`config.mk`:
```
export PLATFORM = sky130hd
export DESIGN_NAME = imem_loader
export DESIGN_NICKNAME = d
export VERILOG_FILES = /design/src/rtl/imem_loader.sv
export SDC_FILE = /design/constraint.sdc
export NUM_CORES = 1
export LEC_CHECK = 0
export CAP_MARGIN = 10
export CORE_ASPECT_RATIO = 0.5
export CORE_UTILIZATION = 59
export CTS_CLUSTER_SIZE = 10
export DETAILED_ROUTE_END_ITERATION = 6
export GPL_ROUTABILITY_DRIVEN = 0
export PLACE_DENSITY = 0.88
export SLEW_MARGIN = 25
export SYNTH_ARGS = -nofsm -noshare
export SYNTH_HDL_FRONTEND = slang
export SYNTH_SLANG_ARGS = --single-unit
```
`constraint.sdc`:
```
create_clock -name i_clk -period 5.1 [get_ports i_clk]
set_input_delay 1.275 -clock i_clk [delete_from_list [all_inputs] [get_ports i_clk]]
set_output_delay 1.275 -clock i_clk [all_outputs]
set_load 0.1 [all_outputs]
```
`src/rtl/imem_loader.sv`:
```
// imem_loader: reloads the CPU instruction memory from a byte stream.
// Optional checksum trailer is built in when IMEM_LOADER_CSUM_EN is defined.
module imem_loader #(
    parameter int unsigned NUM_WORDS_IMEM = 8192,
    parameter logic [31:0] MAGIC          = 32'hC0DE_F00D,
    parameter int unsigned TIMEOUT_CYC    = 1_000_000
) (
    input  logic        i_clk,
    input  logic        i_arst_n,
    input  logic        i_rx_vld,
    output logic        o_rx_rdy,
    input  logic [7:0]  i_rx_dat,
    output logic        o_imem_we,
    output logic [29:0] o_imem_waddr,
    output logic [31:0] o_imem_wdat,
    output logic        o_cpu_rst_n,
    output logic        o_busy,
    output logic        o_done,
    output logic [1:0]  o_err
);

    localparam int IW = $clog2(NUM_WORDS_IMEM) + 1;
    localparam int TW = $clog2(TIMEOUT_CYC + 1);

    localparam logic [31:0]   MAXLEN   = 32'(NUM_WORDS_IMEM);
    localparam logic [TW-1:0] TMO_LAST = TW'(TIMEOUT_CYC - 1);

`ifdef IMEM_LOADER_CSUM_EN
    typedef enum logic [1:0] {
        S_IDLE = 2'd0,
        S_LEN  = 2'd1,
        S_DATA = 2'd2,
        S_CSUM = 2'd3
    } state_t;
`else
    typedef enum logic [1:0] {
        S_IDLE = 2'd0,
        S_LEN  = 2'd1,
        S_DATA = 2'd2
    } state_t;
`endif

    state_t        r_state;
    state_t        w_state_nxt;

    logic [31:0]   r_shift;
    logic [1:0]    r_bcnt;
    logic [IW-1:0] r_len;
    logic [IW-1:0] r_widx;
    logic [TW-1:0] r_tcnt;

    logic          r_rx_rdy;
    logic          r_we;
    logic [29:0]   r_waddr;
    logic [31:0]   r_wdat;
    logic          r_cpu_rst_n;
    logic          r_done;
    logic [1:0]    r_err;

`ifdef IMEM_LOADER_CSUM_EN
    logic [31:0]   r_sum;
`endif

    logic          w_acc;
    logic [31:0]   w_shift_nxt;
    logic          w_word_rdy;
    logic          w_tmo;
    logic          w_len_bad;
    logic          w_last_word;
    logic          w_leave;

    logic          w_wr;
    logic          w_done_set;
    logic [1:0]    w_err_nxt;
    logic          w_cpu_nxt;

    // Every byte offered while ready is consumed in the same cycle.
    assign w_acc = i_rx_vld & r_rx_rdy;

    // New bytes enter at the top, so after four bytes the
    // register holds the little-endian word.
    assign w_shift_nxt = {i_rx_dat, r_shift[31:8]};

    assign w_word_rdy = w_acc & (r_bcnt == 2'd3);

    // Inter-byte gap expires on the edge the count would reach TIMEOUT_CYC.
    assign w_tmo = (r_state != S_IDLE)
                 & ~w_acc
                 & (r_tcnt == TMO_LAST);

    assign w_len_bad = (w_shift_nxt == 32'd0)
                     | (w_shift_nxt > MAXLEN);

    assign w_last_word = (r_widx == (r_len - IW'(1)));

    assign w_leave = (w_state_nxt != r_state);

    assign o_rx_rdy     = r_rx_rdy;
    assign o_imem_we    = r_we;
    assign o_imem_waddr = r_waddr;
    assign o_imem_wdat  = r_wdat;
    assign o_cpu_rst_n  = r_cpu_rst_n;
    assign o_busy       = (r_state != S_IDLE);
    assign o_done       = r_done;
    assign o_err        = r_err;

    // State register.
    always_ff @(posedge i_clk) begin
        if (!i_arst_n) begin
            r_state <= S_IDLE;
        end else begin
            r_state <= w_state_nxt;
        end
    end

    // Next state plus the status/strobe decisions for this edge.
    always_comb begin
        w_state_nxt = r_state;
        w_wr        = 1'b0;
        w_done_set  = 1'b0;
        w_err_nxt   = r_err;
        w_cpu_nxt   = r_cpu_rst_n;

        if (!r_rx_rdy) begin
            w_cpu_nxt = 1'b1;
        end

        if (w_tmo) begin
            w_state_nxt = S_IDLE;
            w_err_nxt   = 2'b10;
        end else begin
            case (r_state)
                S_IDLE: begin
                    if (w_acc && (w_shift_nxt == MAGIC)) begin
                        w_state_nxt = S_LEN;
                        w_cpu_nxt   = 1'b0;
                        w_err_nxt   = 2'b00;
                    end
                end
                S_LEN: begin
                    if (w_word_rdy) begin
                        if (w_len_bad) begin
                            w_state_nxt = S_IDLE;
                            w_err_nxt   = 2'b01;
                            w_cpu_nxt   = 1'b1;
                        end else begin
                            w_state_nxt = S_DATA;
                        end
                    end
                end
                S_DATA: begin
                    if (w_word_rdy) begin
                        w_wr = 1'b1;
                        if (w_last_word) begin
`ifdef IMEM_LOADER_CSUM_EN
                            w_state_nxt = S_CSUM;
`else
                            w_state_nxt = S_IDLE;
                            w_done_set  = 1'b1;
                            w_cpu_nxt   = 1'b1;
`endif
                        end
                    end
                end
`ifdef IMEM_LOADER_CSUM_EN
                S_CSUM: begin
                    if (w_word_rdy) begin
                        w_state_nxt = S_IDLE;
                        if (w_shift_nxt == r_sum) begin
                            w_done_set = 1'b1;
                            w_cpu_nxt  = 1'b1;
                        end else begin
                            w_err_nxt = 2'b11;
                        end
                    end
                end
`endif
                default: begin
                    w_state_nxt = S_IDLE;
                end
            endcase
        end
    end

    // Byte assembly, counters and registered outputs.
    always_ff @(posedge i_clk) begin
        if (!i_arst_n) begin
            r_shift     <= 32'd0;
            r_bcnt      <= 2'd0;
            r_len       <= '0;
            r_widx      <= '0;
            r_tcnt      <= '0;
            r_rx_rdy    <= 1'b0;
            r_we        <= 1'b0;
            r_waddr     <= 30'd0;
            r_wdat      <= 32'd0;
            r_cpu_rst_n <= 1'b0;
            r_done      <= 1'b0;
            r_err       <= 2'b00;
        end else begin
            r_rx_rdy    <= 1'b1;
            r_we        <= w_wr;
            r_done      <= w_done_set;
            r_err       <= w_err_nxt;
            r_cpu_rst_n <= w_cpu_nxt;

            // Clearing on every state change keeps stale payload
            // bytes from completing a header match later.
            if (w_leave) begin
                r_shift <= 32'd0;
            end else if (w_acc) begin
                r_shift <= w_shift_nxt;
            end

            if (w_leave) begin
                r_bcnt <= 2'd0;
            end else if (w_acc && (r_state != S_IDLE)) begin
                r_bcnt <= r_bcnt + 2'd1;
            end

            if ((r_state == S_LEN) && w_word_rdy) begin
                r_len <= w_shift_nxt[IW-1:0];
            end

            if (r_state == S_LEN) begin
                r_widx <= '0;
            end else if (w_wr) begin
                r_widx <= r_widx + IW'(1);
            end

            if ((r_state == S_IDLE) || w_acc || (w_state_nxt == S_IDLE)) begin
                r_tcnt <= '0;
            end else begin
                r_tcnt <= r_tcnt + TW'(1);
            end

            if (w_wr) begin
                r_waddr <= 30'(r_widx);
                r_wdat  <= w_shift_nxt;
            end
        end
    end

`ifdef IMEM_LOADER_CSUM_EN
    // Running sum of the payload words for the trailer compare.
    always_ff @(posedge i_clk) begin
        if (!i_arst_n) begin
            r_sum <= 32'd0;
        end else if (r_state == S_LEN) begin
            r_sum <= 32'd0;
        end else if (w_wr) begin
            r_sum <= r_sum + w_shift_nxt;
        end
    end
`endif

endmodule
```
==> impl_metrics.toml, run 1 <==
[outcome]
outcome = "finished clean"

[route]
vias = 5010
postRouteAntennaNets = 0
drt_wl_total_um = 14100
drc_errors = 0
dr.pass1.iters = 6
via_per_inst = 5.71
drtIter0Drc = 381
wl_per_cell_um = 16.0

[critical_path]
critPathMaxStageDelay_ns = 1.15
start_kind = "flop"
cp-end-kind = "output port"
r2r_setup_slack_ns = 1.96
path_cells = "or2_1, clkdlybuf4s50_1"
slowest_stage = "clkdlybuf4s50_1"
reg2reg_to = "r_shift[9]$_SDFFE_PP0P_"
required_ns = 3.83
ff2ff_path_depth = 9
r2r_start = "r_len[0]$_SDFFE_PN0P_"
startpoint = "r_state[1]$_SDFF_PN0_"
critPathArrivalTime_ns = 2.19
critPathKind = "flop to output port"
crit_path_end = "o_busy"
crit_fanout = 6

[clock_network]
cts_resized = 0
clk_latency_ns = 0.41
cts_root_buf = "clkbuf_16"
numCtsBuffers = 17
cts_tree = "yes"
cts.sinks = 128
postCtsHoldBufs = 0
path_clk_slew_ns = 0.06
clk_path_buf_depth = 2
post_cts_buffers = 0
htree_levels = 4

[synthesis]
seq_area_frac_synth = 0.432
syn_inst = 681
synth_xor_area_frac = 0.0650
synth_compound_area_frac = 0.159
synth_fa_ha_area_frac = 0.00844
synth_edf_count = 0
syn_avg_cell_area_um2 = 8.70
synthArstFlopShare = 0
synth-main-ff-cell = "dfxtp_1"
synthMuxAreaShare = 0.0439
syn_area_um2 = 5930
ys_warn_count = 0
ys_ff_latch = 128
synth_top_family_by_area = "simple AND/OR/NAND/NOR gates"
synthDistinctLibCells = 54
synth-simple-area-share = 0.231

[timing]
min_period_ns = 3.47
period_share = 0.679
final-max-slew-violation-count = 0
final-setup-viol-count = 0
tightestPinTransition_ns = 1.00
hold_viol_final = 0
finClkSkew_ns = 0.00430
max_freq_mhz = 289
fin_tns_setup_ns = 0
relSlewSlack = 0.333
rsz0062_at_grt = "no"

[die]
die_w_um = 144
fp.dieH_um = 72.9
initial_utilization = 0.617
dieArea_um2 = 10500
rows = 25
core_um2 = 9600
io_pins = 80

[power]
p_leak_nw = 2.48
max-vdd-ir-drop_uv = 254
power_density_nw_per_um2 = 327

[flow_run]
max-cap-violations = 0

[global_routing]
grt_pass1_wl_um = 23000
grt_max_degree = 69
antenna_found_initial = 0
grt_pass1_vias = 4677
grt_usage = 0.289
overflow = 0

[placement]
port_buffers = 63
place_inst = 847
dp_hpwl_um = 8720

[final_layout]
fin_nets = 746
area.growth.synth_to_final_pct = 20.2
antenna_cells = 0
layout-drive-gt1-share = 0.0767
final_cells = 878

[worst_hold_path]
hold_path.class = "flop to flop"
==> power by group <==
| group | switching (mW) | total, mW | internal (mW) |
|---|---|---|---|
| clock network | 0.433 | 1.20 | 0.766 |
| logic | 0.0867 | 0.113 | 0.0262 |
| registers | 0.00819 | 1.01 | 1.01 |
==> Yosys cell counts (all sizes together), types with 10 or more instances <==
library cell / number / share of area
nand4: 11 / 0.012
buf: 26 / 0.036
a211oi: 27 / 0.043
clkbuf: 28 / 0.018
and3: 10 / 0.011
nor3: 14 / 0.012
nand3: 17 / 0.014
xor2: 11 / 0.016
xnor2: 33 / 0.049
nand2: 139 / 0.088
mux2i: 26 / 0.044
nor2: 56 / 0.035
a21boi: 62 / 0.079
dfxtp: 128 / 0.43
==> registers in the layout, summed over array words and instances, names as in the netlist <==
signal / cells
r_state: 2
o_imem_we: 1
r_shift: 24
o_imem_waddr: 14
o_rx_rdy: 1
o_imem_wdat: 32
o_cpu_rst_n: 1
o_done: 1
r_len: 14
r_tcnt: 20
r_bcnt: 2
o_err: 2
r_widx: 14
==> per-stage QoR <==
stage	instance area, um2	hold slack [ns]	utilization	worst slack, ns	power (mW)
6_report	7120	0.464	0.742	1.63	2.33
3_3_place_gp	6530	0.447	0.680	1.54	1.15
4_1_cts	7120	0.467	0.742	1.63	2.33
5_1_grt	7120	0.490	0.742	1.55	2.39
3_5_place_dp	6530	0.459	0.680	1.49	1.15
2_1_floorplan	5980	0.430	-	1.85	1.13
==> per-layer routing <==
metal	GRT usage	wire (um)	part of all wire
met5	0	0	0
met3	0.0702	797	0.057
met2	0.474	6550	0.47
met1	0.374	6510	0.46
met4	0.104	202	0.014
==> worst max-delay path: cells and delay by family, from the launching register on <==
kind,cells,cell delay [ns]
buf+inv,1,1.15
simple gates,1,0.20
flops,1,0.42
==> cell type report <==
type | instances | area, um2
clock buffers | 22 | 484
flip-flops and latches | 128 | 2560
clock inverters | 9 | 108
multi-input cells | 505 | 3090
fillers | 690 | 2480
repair buffers | 70 | 678
well taps | 135 | 169
inverters | 9 | 33.8
==> worst min path at each step <==
stage                                 startpoint                           end  cells past startpoint
global placement            r_tcnt[0]$_SDFF_PP0_          r_tcnt[0]$_SDFF_PP0_                      1
global route        o_imem_wdat[21]$_SDFFE_PN0P_  o_imem_wdat[21]$_SDFFE_PN0P_                      2
detailed placement  o_imem_waddr[9]$_SDFFE_PN0P_  o_imem_waddr[9]$_SDFFE_PN0P_                      2
CTS                 o_imem_waddr[9]$_SDFFE_PN0P_  o_imem_waddr[9]$_SDFFE_PN0P_                      2
finish              o_imem_waddr[9]$_SDFFE_PN0P_  o_imem_waddr[9]$_SDFFE_PN0P_                      2
floorplan                   r_tcnt[0]$_SDFF_PP0_          r_tcnt[0]$_SDFF_PP0_                      1
==> cell usage in the layout (no fill, tap or decap), drive strengths merged, types with 5 or more instances in the layout <==
| cell type | Yosys | routed |
|---|---|---|
| clkdlybuf4s50 | 0 | 62 |
| conb | 1 | 16 |
| a21oi | 6 | 6 |
| dfxtp | 128 | 128 |
| xor2 | 11 | 11 |
| nand3 | 17 | 17 |
| xnor2 | 33 | 33 |
| mux2i | 26 | 26 |
| inv | 9 | 9 |
| a211oi | 27 | 27 |
| and3 | 10 | 10 |
| or4 | 8 | 8 |
| a21boi | 62 | 62 |
| clkinv | 0 | 5 |
| nor4 | 5 | 5 |
| o21ai | 6 | 6 |
| and4 | 6 | 6 |
| nand4 | 11 | 11 |
| nor2 | 56 | 56 |
| or3 | 7 | 7 |
| buf | 26 | 8 |
| nand2 | 139 | 139 |
| clkbuf | 28 | 22 |
| nor3 | 14 | 14 |
==> logic make-up after synthesis <==
kind of cell | count (synthesis)
compound gates | 119
xor+xnor | 44
fa+ha+maj | 4
buf+inv | 63
flops | 128
mux | 26
other cells | 1
simple gates | 296
Power figures use the tool's default switching activity.
==> run 2, diff against run 1 <==
Settings changed: CORE_UTILIZATION 59 to 55, PLACE_DENSITY 0.88 to 0.83.
Clock period 5.1 ns to 3.57 ns, I/O delays scaled along.
==> run 2 against run 1 <==
  * Core utilization down 6.0 points
  * Global-route usage is 4.3 points lower
  * Critical path depth increased by 7
  * Sequential power is 44% higher
  * Non-clock buffer count grew 2
  * Register-to-register slack got worse by 1.5 ns
  * First-iteration DRC count decreased by 27%
  * Combinational power increased by 43%
  * Wire length down 5.9%
  * Critical endpoint is now r_shift[23]$_SDFFE_PP0P_
  * Sequential cell count stayed put
  * Via count fell by 3.1%
  * Sequential share of layout area rose by 0.34 points
==> impl_metrics.toml, run 2 (synthesized netlist as in run 1, its figures left out) <==
[critical_path]
crit_fanout = 27
required_ns = 3.84
cp-end-kind = "flop"
critPathArrivalTime_ns = 3.37
start_kind = "flop"
critPathKind = "flop to flop"

[route]
drc_errors = 0
drtIter0Drc = 278
vias = 4857
via_per_inst = 5.48
wl_per_cell_um = 14.9
dr.pass1.iters = 5
drt_wl_total_um = 13200
postRouteAntennaNets = 0

[timing]
tightestPinTransition_ns = 0.963
relSlewSlack = 0.356
hold_viol_final = 0
period_share = 0.868
max_freq_mhz = 323
min_period_ns = 3.10
final-max-slew-violation-count = 0
rsz0062_at_grt = "no"
fin_tns_setup_ns = 0
final-setup-viol-count = 0
finClkSkew_ns = 0.00717

[die]
core_um2 = 10300
die_w_um = 149
fp.dieH_um = 75.4
rows = 26
io_pins = 80
dieArea_um2 = 11200
initial_utilization = 0.573

[clock_network]
cts.sinks = 128
post_cts_buffers = 0
htree_levels = 4
path_clk_slew_ns = 0.05
cts_resized = 0
postCtsHoldBufs = 0
clk_path_buf_depth = 2
clk_latency_ns = 0.42
cts_root_buf = "clkbuf_16"
cts_tree = "yes"
numCtsBuffers = 17

[final_layout]
fin_nets = 748
antenna_cells = 0
final_cells = 886
area.growth.synth_to_final_pct = 19.0
final_cell_mix = "139 x nand2_1, 128 x dfxtp_1, 62 x a21boi_0, 57 x buf_4, 55 x nor2_1"
fillerInstances = 820
multiInputGateArea_um2 = 3090
seqCellArea_um2 = 2560
layout_commonest_cell = "nand2_1"
layout-drive-gt1-share = 0.147
largest_reg_flops = 32

[global_routing]
grt_usage = 0.246
grt_max_degree = 49
grt_pass1_wl_um = 21600
overflow = 0
antenna_found_initial = 0
grt_pass1_vias = 4270

[power]
max-vdd-ir-drop_uv = 329
power_density_nw_per_um2 = 478
p_leak_nw = 2.60

[placement]
dp_hpwl_um = 8850
place_inst = 854
port_buffers = 63

[outcome]
outcome = "finished clean"

[flow_run]
max-cap-violations = 0

[worst_hold_path]
hold_path.class = "flop to flop"
-- run 2: where the power goes --
| group | internal (mW) | switching, mW | total, mW |
|---|---|---|---|
| Combinational | 0.0384 | 0.124 | 0.162 |
| Clock | 1.12 | 0.644 | 1.76 |
| Sequential | 1.44 | 0.0115 | 1.45 |
-- run 2: worst max-delay path: stages, from the launching register on --
cell and delay (ns):
dfxtp_1 0.39, inv_1 0.09, ha_1 0.26, or4b_1 0.58, or3_1 0.35, a221o_1 0.37, a32oi_1 0.24, and3_1 0.19
buf_4 0.34, a211oi_1 0.13
-- run 2: worst paths after layout --
kind | from | endpoint | slack [ns] | cells past startpoint
max | r_len[0]$_SDFFE_PN0P_ | r_shift[23]$_SDFFE_PP0P_ | 0.47 | 9
min | r_tcnt[0]$_SDFF_PP0_ | r_tcnt[0]$_SDFF_PP0_ | 0.46 | 1
max reg2reg | r_len[0]$_SDFFE_PN0P_ | r_shift[23]$_SDFFE_PP0P_ | 0.47 | 9
min reg2reg | r_tcnt[0]$_SDFF_PP0_ | r_tcnt[0]$_SDFF_PP0_ | 0.46 | 1
-- run 2: cell type report --
class                           instances  share of cell area
Multi-Input combinational cell        505               0.437
Timing Repair Buffer                   72              0.0841
Sequential cell                       128               0.363
Tap cell                              140              0.0248
Clock inverter                         13              0.0229
Inverter                                9             0.00479
Clock buffer                           19              0.0628
-- run 2: stage by stage --
| stage | power (mW) | hold slack (ns) | utilization | setup WS, ns | area, um2 |
|---|---|---|---|---|---|
| after floorplan | 1.62 | 0.430 | - | 0.367 | 5980 |
| after global placement | 1.64 | 0.443 | 0.624 | 0.454 | 6450 |
| after detailed placement | 1.64 | 0.452 | 0.624 | 0.304 | 6450 |
| after CTS | 3.39 | 0.465 | 0.682 | 0.513 | 7060 |
| after global routing | 3.47 | 0.484 | 0.682 | 0.230 | 7060 |
| final | 3.37 | 0.460 | 0.682 | 0.470 | 7060 |
-- run 2: metal layers --
layer  GRT usage  vias up  part of all wire
li1            -     2432                 -
met1       0.336     2277              0.50
met5           0        -                 0
met3      0.0551       18             0.048
met4      0.0975        0             0.013
met2       0.383      130              0.44
